<file path="src/rtl/pipe_ctrl_pkg.sv">
// Shared types and constants for the pipeline stall/flush controller:
// stall bus patterns, FSM state encodings and the multi-cycle counter width.
package pipe_ctrl_pkg;

    typedef logic [5:0] stall_bus_t;
    typedef logic [5:0] mc_count_t;

    // Bit order of the stall bus: [0]PC [1]IF [2]ID [3]EX [4]MEM [5]WB
    localparam stall_bus_t NoStall   = 6'b000000;
    localparam stall_bus_t StallToID = 6'b000111;
    localparam stall_bus_t StallToEX = 6'b001111;

    typedef enum logic [1:0] {
        StIdle  = 2'd0,
        StRun   = 2'd1,
        StDone  = 2'd2,
        StFlush = 2'd3
    } state_e;

endpackage

</file>
<file path="src/rtl/pipe_ctrl.sv">
// Pipeline hazard controller: stall generation, multi-cycle EX op sequencing and
// registered flush/redirect. Optional stall statistics with PIPE_CTRL_STATS_EN.
module pipe_ctrl
    import pipe_ctrl_pkg::*;
(
    input  logic        clk,
    input  logic        rst,
    input  logic        stallreq_id,
    input  logic        stallreq_ex,
    input  logic        mc_start,
    input  logic [5:0]  mc_cycles,
    input  logic        mc_cancel,
    input  logic        flush_req,
    input  logic [31:0] flush_pc,
    output logic [5:0]  stall,
    output logic        flush,
    output logic [31:0] new_pc,
`ifdef PIPE_CTRL_STATS_EN
    output logic [31:0] stall_cycles,
`endif
    output logic        mc_busy,
    output logic        mc_done
);

    state_e      state_q, state_d;
    mc_count_t   cnt_q, cnt_d;
    logic [31:0] new_pc_q, new_pc_d;

    always_ff @(posedge clk) begin
        if (rst) begin
            state_q  <= StIdle;
            cnt_q    <= '0;
            new_pc_q <= '0;
        end else begin
            state_q  <= state_d;
            cnt_q    <= cnt_d;
            new_pc_q <= new_pc_d;
        end
    end

    // Flush has priority over everything; it also recaptures the target while held.
    always_comb begin
        state_d  = state_q;
        cnt_d    = cnt_q;
        new_pc_d = flush_req ? flush_pc : new_pc_q;
        if (flush_req) begin
            state_d = StFlush;
            cnt_d   = '0;
        end else begin
            case (state_q)
                StIdle: begin
                    if (mc_start) begin
                        if (mc_cycles != 6'd0) begin
                            state_d = StRun;
                            cnt_d   = mc_cycles;
                        end else begin
                            state_d = StDone;
                        end
                    end
                end
                StRun: begin
                    if (mc_cancel) begin
                        state_d = StIdle;
                        cnt_d   = '0;
                    end else if (cnt_q == 6'd1) begin
                        state_d = StDone;
                        cnt_d   = '0;
                    end else begin
                        cnt_d = cnt_q - 6'd1;
                    end
                end
                StDone:  state_d = StIdle;
                StFlush: state_d = StIdle;
                default: begin
                    state_d = StIdle;
                    cnt_d   = '0;
                end
            endcase
        end
    end

    // While in reset the registered state is meaningless, so only live requests count.
    always_comb begin
        stall = NoStall;
        if (rst) begin
            if (stallreq_ex || mc_start) begin
                stall = StallToEX;
            end else if (stallreq_id) begin
                stall = StallToID;
            end
        end else if (state_q == StFlush || flush_req) begin
            stall = NoStall;
        end else if (state_q == StRun || (state_q == StIdle && mc_start) || stallreq_ex) begin
            stall = StallToEX;
        end else if (stallreq_id) begin
            stall = StallToID;
        end
    end

    always_comb begin
        mc_busy = (state_q == StRun);
        mc_done = (state_q == StDone);
        flush   = (state_q == StFlush);
        new_pc  = new_pc_q;
    end

`ifdef PIPE_CTRL_STATS_EN
    logic [31:0] stall_cnt_q, stall_cnt_d;

    always_comb begin
        stall_cnt_d = stall_cnt_q;
        if (stall != NoStall && stall_cnt_q != 32'hFFFF_FFFF) begin
            stall_cnt_d = stall_cnt_q + 32'd1;
        end
    end

    always_ff @(posedge clk) begin
        if (rst) begin
            stall_cnt_q <= '0;
        end else begin
            stall_cnt_q <= stall_cnt_d;
        end
    end

    assign stall_cycles = stall_cnt_q;
`endif

endmodule
</file>
<file path="config.mk">
export PLATFORM = sky130hd
export DESIGN_NAME = pipe_ctrl
export DESIGN_NICKNAME = d
export VERILOG_FILES = /design/src/rtl/pipe_ctrl_pkg.sv /design/src/rtl/pipe_ctrl.sv
export SDC_FILE = /design/constraint.sdc
export NUM_CORES = 1
export LEC_CHECK = 0
export BUFFER_PORTS_ARGS = -buffer_cell sky130_fd_sc_hd__buf_2
export CAP_MARGIN = 25
export CORE_AREA = 2 2 84 86
export DETAILED_ROUTE_END_ITERATION = 8
export DIE_AREA = 0 0 86 88
export SLEW_MARGIN = 20
export SYNTH_ARGS = -nofsm -noshare
export SYNTH_HDL_FRONTEND = slang
export SYNTH_SLANG_ARGS = --single-unit
</file>
<file path="constraint.sdc">
create_clock -name clk -period 1.4 [get_ports clk]
set_input_delay 0.07 -clock clk [delete_from_list [all_inputs] [get_ports clk]]
set_output_delay 0.07 -clock clk [all_outputs]
set_load 0.1 [all_outputs]
</file>
Word-level counts from Yosys, hierarchy flattened --
Cells that the tools add are included.
Word-level totals: output and inout bits 41, register bits after elaboration 40, input port bits 45, word-level logic and storage cells 40
Operators by class: equal/unequal tests 8, reduce and logical (&&, ||, !) cells 12, multiplexer cells 16, add/sub/neg operators 1
Operators with widths (number):
- 2-to-1 mux 6 bit | 7
- one-hot mux 6 bit (2 select lines) | 1
- 2-to-1 mux 2 bit | 5
- == test 6 x 1 -> 1 bit (second input constant) | 1
- one-hot mux 2 bit (3 select lines) | 1
- nonzero test 6 bit | 1
- subtractor 6 x 1 -> 6 bit (second input constant) | 1
- == test 2 bit (second input constant) | 2
- logical OR 1 bit | 4
- 2-to-1 mux 4 bit | 1
- inequality test 2 bit (second input constant) | 2
- inequality test 4 x 3 -> 1 bit (second input constant) | 1
- OR reduction 2 bit | 2
- 2-to-1 mux 3 bit | 1
- inequality test 3 bit (second input constant) | 1
- AND reduction 3 bit | 1
- == test 2 x 1 -> 1 bit (second input constant) | 1
- logical NOT 2 bit | 1
- AND reduction 2 bit | 1
- nonzero test 2 bit | 1
- logical AND 1 bit | 1

Longest topological paths before layout --
Gate-level depths: netlist of the first run.
depth after elaboration 7, gate-level depth with buffers 7, mapped depth without buffers 6

Least setup slack after synthesis of the first run --
No wires, ideal clock.
path type reg-to-output, start register state_q[0], end output port stall[1], setup slack -1.516 ns, data arrival time 2.846 ns, cell stages (with the launch flop) 7, data required time 1.330 ns, buffers on the path 2, cells stage by stage dfxtp_1 > buf_6 > nand2b_1 > a21oi_1 > o32a_1 > nand2b_1 > buf_4
On the way: cells in the longest elaborated chain, start to end 7, elaborated cells between the ends (all ways) 10, those cells by class eq/ne: 2; mux: 3; reduce/logical: 5
Ends and longest elaborated chain:
- from (decl) | RTL line pipe_ctrl.sv:25 | state_e state_q, state_d;
- from (signal assigned) | RTL line pipe_ctrl.sv:31 | state_q <= StIdle;
- from (signal assigned) | RTL line pipe_ctrl.sv:35 | state_q <= state_d;
- logical NOT 2 bit | RTL line pipe_ctrl.sv:93 | end else if (state_q == StRun || (state_q == StIdle && mc_start) || stallreq_ex) begin
- logical AND 1 bit | RTL line pipe_ctrl.sv:93
- logical OR 1 bit (2 in series) | RTL line pipe_ctrl.sv:93
- 2-to-1 mux 6 bit | RTL line pipe_ctrl.sv:93
- 2-to-1 mux 6 bit (*) | RTL line pipe_ctrl.sv:91 | end else if (state_q == StFlush || flush_req) begin
- 2-to-1 mux 6 bit (*) | RTL line pipe_ctrl.sv:85 | if (rst) begin
- to (decl) | RTL line pipe_ctrl.sv:15 | output logic [5:0] stall,
Mark *: on every way between the ends. The rest lies on a longest branch, timed or not.

Worst setup path in the final report of the first run --
Ends and elaborated chain as after synthesis.

==> flow_summary.ini, run 1 <==
[outcome]
status = finished with violations
violations = setup timing

[pwr]
clkPwrFrac = 0.233
swShare = 0.3996
power.total_mw = 3.240
p_per_area_mw_per_mm2 = 1138
combPwrFrac = 0.383
p_leak_nw = 1.369
p_seq_frac = 0.384
p_int_mw = 1.945
p_switching_mw = 1.294
ir_drop_uv = 513.1

[clock_tree]
clk_latency_ps = 290
cts-root-buf = clkbuf_8
cts_tree = done
numClockSinks = 40
cts_made_buffers = 5
clk_pin_slew_ps = 80
clockBufferDepth = 2
htree_levels = 2

[synth]
synthTopCellsByCount = nor2_1, dfxtp_1, mux2i_1, nand2_1, buf_2
synth_flop_cell = dfxtp_1
synthTopCellsByArea = dfxtp_1, mux2i_1, nor2_1, nand2b_1, buf_2
syn_inst = 194
yosysTopAreaCell = dfxtp_1
synth_edf_count = 0
synth_top_area_share = 0.4417
synthMostInstantiatedCell = nor2_1
avgSynthCellArea_um2 = 9.345
synth_area_mm2 = 0.001813
yosysWarnings = 0
synth_cell_types = 40
ys_seq_area_frac = 0.4417
async_reset_ff_frac = 0
synth_seq_cells = 40

[route]
drc = 0
finalWirelength_um = 4710
ant_nets = 0
post_drt_via_cell_ratio = 4.589
wl_per_cell_um = 12.33
drtIter0Drc = 84
num_vias = 1753
drt-pass1-iter-count = 4

[die]
rows = 30
fp.dieH_um = 88
die_area_mm2 = 0.007568
die_w_um = 86
core_mm2 = 0.006644
start_util = 0.2729
ios = 86

[placed_design]
io_buffers = 83
dp_cells = 359
dpl.hpwl_um = 3458
place_congestion = 0.8627

[global_routing]
grt_pass1_wl_um = 7576
grt.busiest_layer = met2
grt_use_met2 = 0.2171
grt_overflow = 0
grtUsageMet3 = 0.04430
grt_antenna_before_repair = 0
grt_usage = 0.1272
grt_start_max_net_pins = 22
use_met1 = 0.1509
first_global_vias = 1592

[worst_setup_path]
ff2ff_path_depth = 7
critPathLaunchType = register
r2r_slack_ps = -80
path_class = reg2out
cp.required_ps = 1330
cp.arrival_ps = 1520
critPathMaxFanout = 3
r2r-start = state_q[0]
reg2reg_to = cnt_q[3]
endpoint_kind = output pin

[sta]
finalCriticalPeriod_ps = 1587
tightestPinTransition_ps = 644.5
layout_setup_ws_ps = -186.5
drv_slew = 0
fin_crit_sh = 1.133
setup_viol = 10
rsz0062_at_grt = yes
hold_viol = 0
relSlewSlack = 0.5688
fmax_mhz = 630.3
fin_skew_ps = 2.233

[hold_path]
hold_depth = 3
min_from = flush_pc[21]
min_to = new_pc[21]
hold_path_class = in2reg

[finish]
fin_nets = 349
stdcell_count = 382
layout-drive-gt1-share = 0.4834
syn2layout_area_growth_pct = 57.00
num_antenna_cells = 0

[flow_run]
cap_violations = 0
-- cells by family after synthesis --
kind of cell	share of synthesized area
adder cells (fa/ha/maj)	0.01380
AO/OA/AOI/OAI	0.1208
buffers and inverters	0.05590
other	0.002068
flip-flops	0.4417
multiplexers	0.1767
AND/OR/NAND/NOR	0.1891
-- power by group through the flow --
stage | sequential (mW) | clock (mW) | combinational (mW)
final | 1.24 | 0.753 | 1.24
after global routing | 1.25 | 0.835 | 1.31
after CTS | 1.24 | 0.795 | 1.21
after detailed placement | 1.27 | 0 | 1.13
after global placement | 1.27 | 0 | 1.13
after floorplan | 1.66 | 0 | 0.485
-- per-stage QoR --
stage | worst slack (ps) | hold slack, ps | instance area (um^2) | TNS [ps] | utilization
2_1_floorplan | -319.0 | 217.2 | 1897 | -1226 | -
3_3_place_gp | -13.69 | 301.0 | 2514 | -13.69 | 0.3783
3_5_place_dp | -60.47 | 312.4 | 2514 | -101.8 | 0.3783
4_1_cts | -242.8 | 0.4286 | 2788 | -1318 | 0.4196
5_1_grt | -254.9 | 1.103 | 2846 | -1821 | 0.4284
6_report | -186.5 | 7.504 | 2846 | -968.1 | 0.4284
-- per-layer routing --
layer | part of all wire | routed length, um
met5 | 0 | 0
met4 | 0.011 | 52
met3 | 0.067 | 317
met2 | 0.49 | 2329
met1 | 0.43 | 2011
-- critical path, cell delays in order (launching register included) --
cell	delay, ps
dfxtp_2	330
buf_6	110
nor2b_4	120
o32a_4	310
nand2b_4	180
buf_12	180
-- worst max-delay path by stage --
stage	slack, ps	start	cells past startpoint	to
after floorplan	-320	state_q[0]	6	stall[1]
after global placement	-10	cnt_q[0]	5	cnt_q[1]
after detailed placement	-60	cnt_q[0]	5	cnt_q[1]
after CTS	-240	state_q[0]	5	stall[1]
after global routing	-250	state_q[0]	6	stall[2]
final	-190	state_q[0]	5	stall[1]
-- cell type report --
type                       instances  area, um^2
fill                             641        3797
tap                               80       100.1
multi-input combinational        136        1039
clock inverter                     2       12.51
inverter                           4       18.77
timing repair buffer             115       803.3
clock buffer                       5       68.82
sequential                        40       804.5
-- layout by cell type, fill, tap and decap left out, types with 2 or more instances in the layout --
| cell type | Yosys | final |
|---|---|---|
| buf_2 | 6 | 76 |
| o31ai_1 | 3 | 2 |
| a32o_1 | 2 | 2 |
| inv_1 | 4 | 3 |
| conb_1 | 1 | 2 |
| buf_6 | 1 | 6 |
| o21ai_2 | 0 | 2 |
| clkbuf_8 | 0 | 5 |
| clkinvlp_4 | 0 | 2 |
| a21oi_2 | 0 | 4 |
| mux2i_1 | 32 | 32 |
| dfxtp_2 | 0 | 3 |
| nand2b_4 | 0 | 3 |
| dfxtp_1 | 40 | 37 |
| nand2b_1 | 5 | 2 |
| nor3_2 | 1 | 3 |
| and2_1 | 3 | 2 |
| buf_4 | 4 | 18 |
| buf_12 | 0 | 7 |
| nor3_1 | 5 | 3 |
| nor2_2 | 2 | 4 |
| nor2_1 | 41 | 39 |
| ha_1 | 2 | 2 |
| nand2_1 | 7 | 7 |
| o21ai_1 | 3 | 3 |
| dlygate4sd3_1 | 0 | 8 |
-- registers in the layout, summed over array words and instances, names as in the netlist --
register  cells
state_q       2
cnt_q         6
new_pc       32
-- what timing repair did --
item	in CTS	in global routing
setup buffers	6	3
endpoints found under the hold margin	8	0
hold buffers	8	0
pin swaps	8	7
gates resized for setup	19	12
setup endpoints to repair	10	13
Note: power is estimated with default switching activity, not from simulation.
==> run 2, diff against run 1 <==
--- a/config.mk
+++ b/config.mk
@@ -5,11 +5,12 @@
 export SDC_FILE = /design/constraint.sdc
 export NUM_CORES = 1
 export LEC_CHECK = 0
+export ABC_AREA = 1
 export BUFFER_PORTS_ARGS = -buffer_cell sky130_fd_sc_hd__buf_2
 export CAP_MARGIN = 25
-export CORE_AREA = 2 2 84 86
+export CORE_AREA = 2 2 83 85
 export DETAILED_ROUTE_END_ITERATION = 8
-export DIE_AREA = 0 0 86 88
+export DIE_AREA = 0 0 85 87
 export SLEW_MARGIN = 20
 export SYNTH_ARGS = -nofsm -noshare
 export SYNTH_HDL_FRONTEND = slang
==> run 2 against run 1 <==
The run still ends with setup timing left. Via count rose by 8.4%. Sequential power hardly changed. Utilization decreased by 1.6 points. Hold slack improved by 2.2 ps. Clock power up 23%. Area after synthesis fell by 2.3%. Wire length grew 3.2%. Fmax increased by 12%. Register-to-register slack better by 130 ps. Global-route usage rose by 0.48 points. Largest power group unchanged. Highest routed layer unchanged.
==> flow_summary.ini, run 2 <==
[placed_design]
place_congestion = 0.8183
dpl.hpwl_um = 3413
dpl_cell_area_mm2 = 0.002366
dp_cells = 414
pre_cts_ws_ps = 192.5
io_buffers = 83

[route]
finalWirelength_um = 4863
ant_nets = 0
drc = 0
wl_per_cell_um = 10.98
drtIter0Drc = 103
drt-pass1-iter-count = 4
post_drt_via_cell_ratio = 4.289
num_vias = 1900

[synth]
synth_top_area_share = 0.4520
ys_seq_area_frac = 0.4520
synth_seq_cells = 40
avgSynthCellArea_um2 = 6.867
synth_cell_types = 25
synthMostInstantiatedCell = nor2_1
yosysTopAreaCell = dfxtp_1
synth_flop_cell = dfxtp_1
synth_edf_count = 0
synth_area_mm2 = 0.001772
yosysWarnings = 0
synthTopCellsByCount = nor2_1, dfxtp_1, nand2_1, o21ai_0, inv_1
async_reset_ff_frac = 0
syn_inst = 258
synthTopCellsByArea = dfxtp_1, nor2_1, o21ai_0, nand2_1, inv_1

[global_routing]
grt_usage = 0.1321
first_global_vias = 1781
grt_start_max_net_pins = 30
grt_overflow = 0
grt_antenna_before_repair = 0
grt_pass1_wl_um = 7879

[sta]
hold_slack_ps = 9.733
fin_skew_ps = 1.528
finalCriticalPeriod_ps = 1420
setup_viol = 3
hold_viol = 0
fin_crit_sh = 1.014
drv_slew = 0
tns_ps = -58.84
fmax_mhz = 704.3
rsz0062_at_grt = yes
layout_setup_ws_ps = -19.91

[worst_setup_path]
path_class = reg2out
critPathLaunchType = register
cp.arrival_ps = 1350
critPathMaxFanout = 4
endpoint_kind = output pin
cp.required_ps = 1330

[clock_tree]
clockBufferDepth = 2
clk_latency_ps = 280
clk_pin_slew_ps = 80
cts_made_buffers = 5
htree_levels = 2
cts_tree = done
cts-root-buf = clkbuf_8
numClockSinks = 40

[outcome]
violations = setup timing
status = finished with violations

[die]
die_area_mm2 = 0.007395
die_w_um = 85
ios = 86
fp.dieH_um = 87
start_util = 0.2697
core_mm2 = 0.006569
rows = 30

[pwr]
p_per_area_mw_per_mm2 = 1263
power.total_mw = 3.420
ir_drop_uv = 590.4
p_leak_nw = 1.387

[finish]
stdcell_count = 443
layout-drive-gt1-share = 0.3499
final_common_cell = nor2_1
num_antenna_cells = 0
multi_input_area_um2 = 882.1
stdcell_area_mm2 = 0.002708
final_cell_mix = nor2_1, buf_2, dfxtp_1, nand2_1, o21ai_0
largest_reg_flops = 32
utilization = 0.4122
fin_nets = 409
syn2layout_area_growth_pct = 52.83
seqCellArea_um2 = 808.3
fillers = 675

[flow_run]
cap_violations = 0

[hold_path]
hold_path_class = in2reg
## run 2: critical path, cell delays in order (launching register included)
cell	delay [ps]
dfxtp_4	380
o21ai_4	130
inv_2	70
o21ai_4	150
nand3_4	140
buf_12	200
## run 2: cells by family (layout without fill, tap and decap cells)
kind of cell               count (synthesis)  after routing  synth area share
and+or+nand+nor                          139            139            0.3227
other                                      1              2          0.002117
xor gates and xnor gates                   2              2          0.009889
AOI/OAI and AO/OA                         41             41            0.1179
adders and majority gates                  2              2           0.01412
buffers and inverters                     33            137           0.08122
DFF                                       40             40            0.4520
## run 2: final timing paths
| check | startpoint | endpoint | slack (ps) | cells past startpoint |
|---|---|---|---|---|
| max reg2reg | state_q[0] | cnt_q[3] | 50 | 10 |
| max | state_q[0] | stall[0] | -20 | 5 |
| min | flush_pc[24] | new_pc[24] | 10 | 3 |
| min reg2reg | new_pc[6] | new_pc[6] | 490 | 2 |
## run 2: metal layers
layer / up-vias / wire, um / global-route usage / part of all wire
met5: - / 0 / 0 / 0
met1: 834 / 2120 / 0.1522 / 0.44
met4: 0 / 58 / 0.05051 / 0.012
met3: 5 / 271 / 0.03318 / 0.056
met2: 50 / 2413 / 0.2351 / 0.50
li1: 1011 / - / - / -
## run 2: report_power, final
| part | leakage, nW | internal [mW] | switching, mW |
|---|---|---|---|
| clock | 0.0552 | 0.529 | 0.396 |
| sequential | 0.333 | 1.22 | 0.0489 |
| combinational | 0.999 | 0.314 | 0.913 |
| total | 1.39 | 2.06 | 1.36 |
## run 2: cell type report
cell class              instances  area share
clock inverters                 2     0.01294
flip-flops and latches         40      0.2985
clock buffers                   6     0.02680
multi-input cells             186      0.3258
repair buffers                110      0.2726
inverters                      19     0.02634
well taps                      80     0.03697
## run 2: repair_timing
| action | CTS | global route |
|---|---|---|
| hold endpoints to repair | 16 | 0 |
| setup buffers | 5 | 0 |
| hold buffers | 16 | 0 |
| gates resized for setup | 5 | 6 |
| endpoints found under the setup margin | 4 | 9 |
| pin swaps | 3 | 2 |
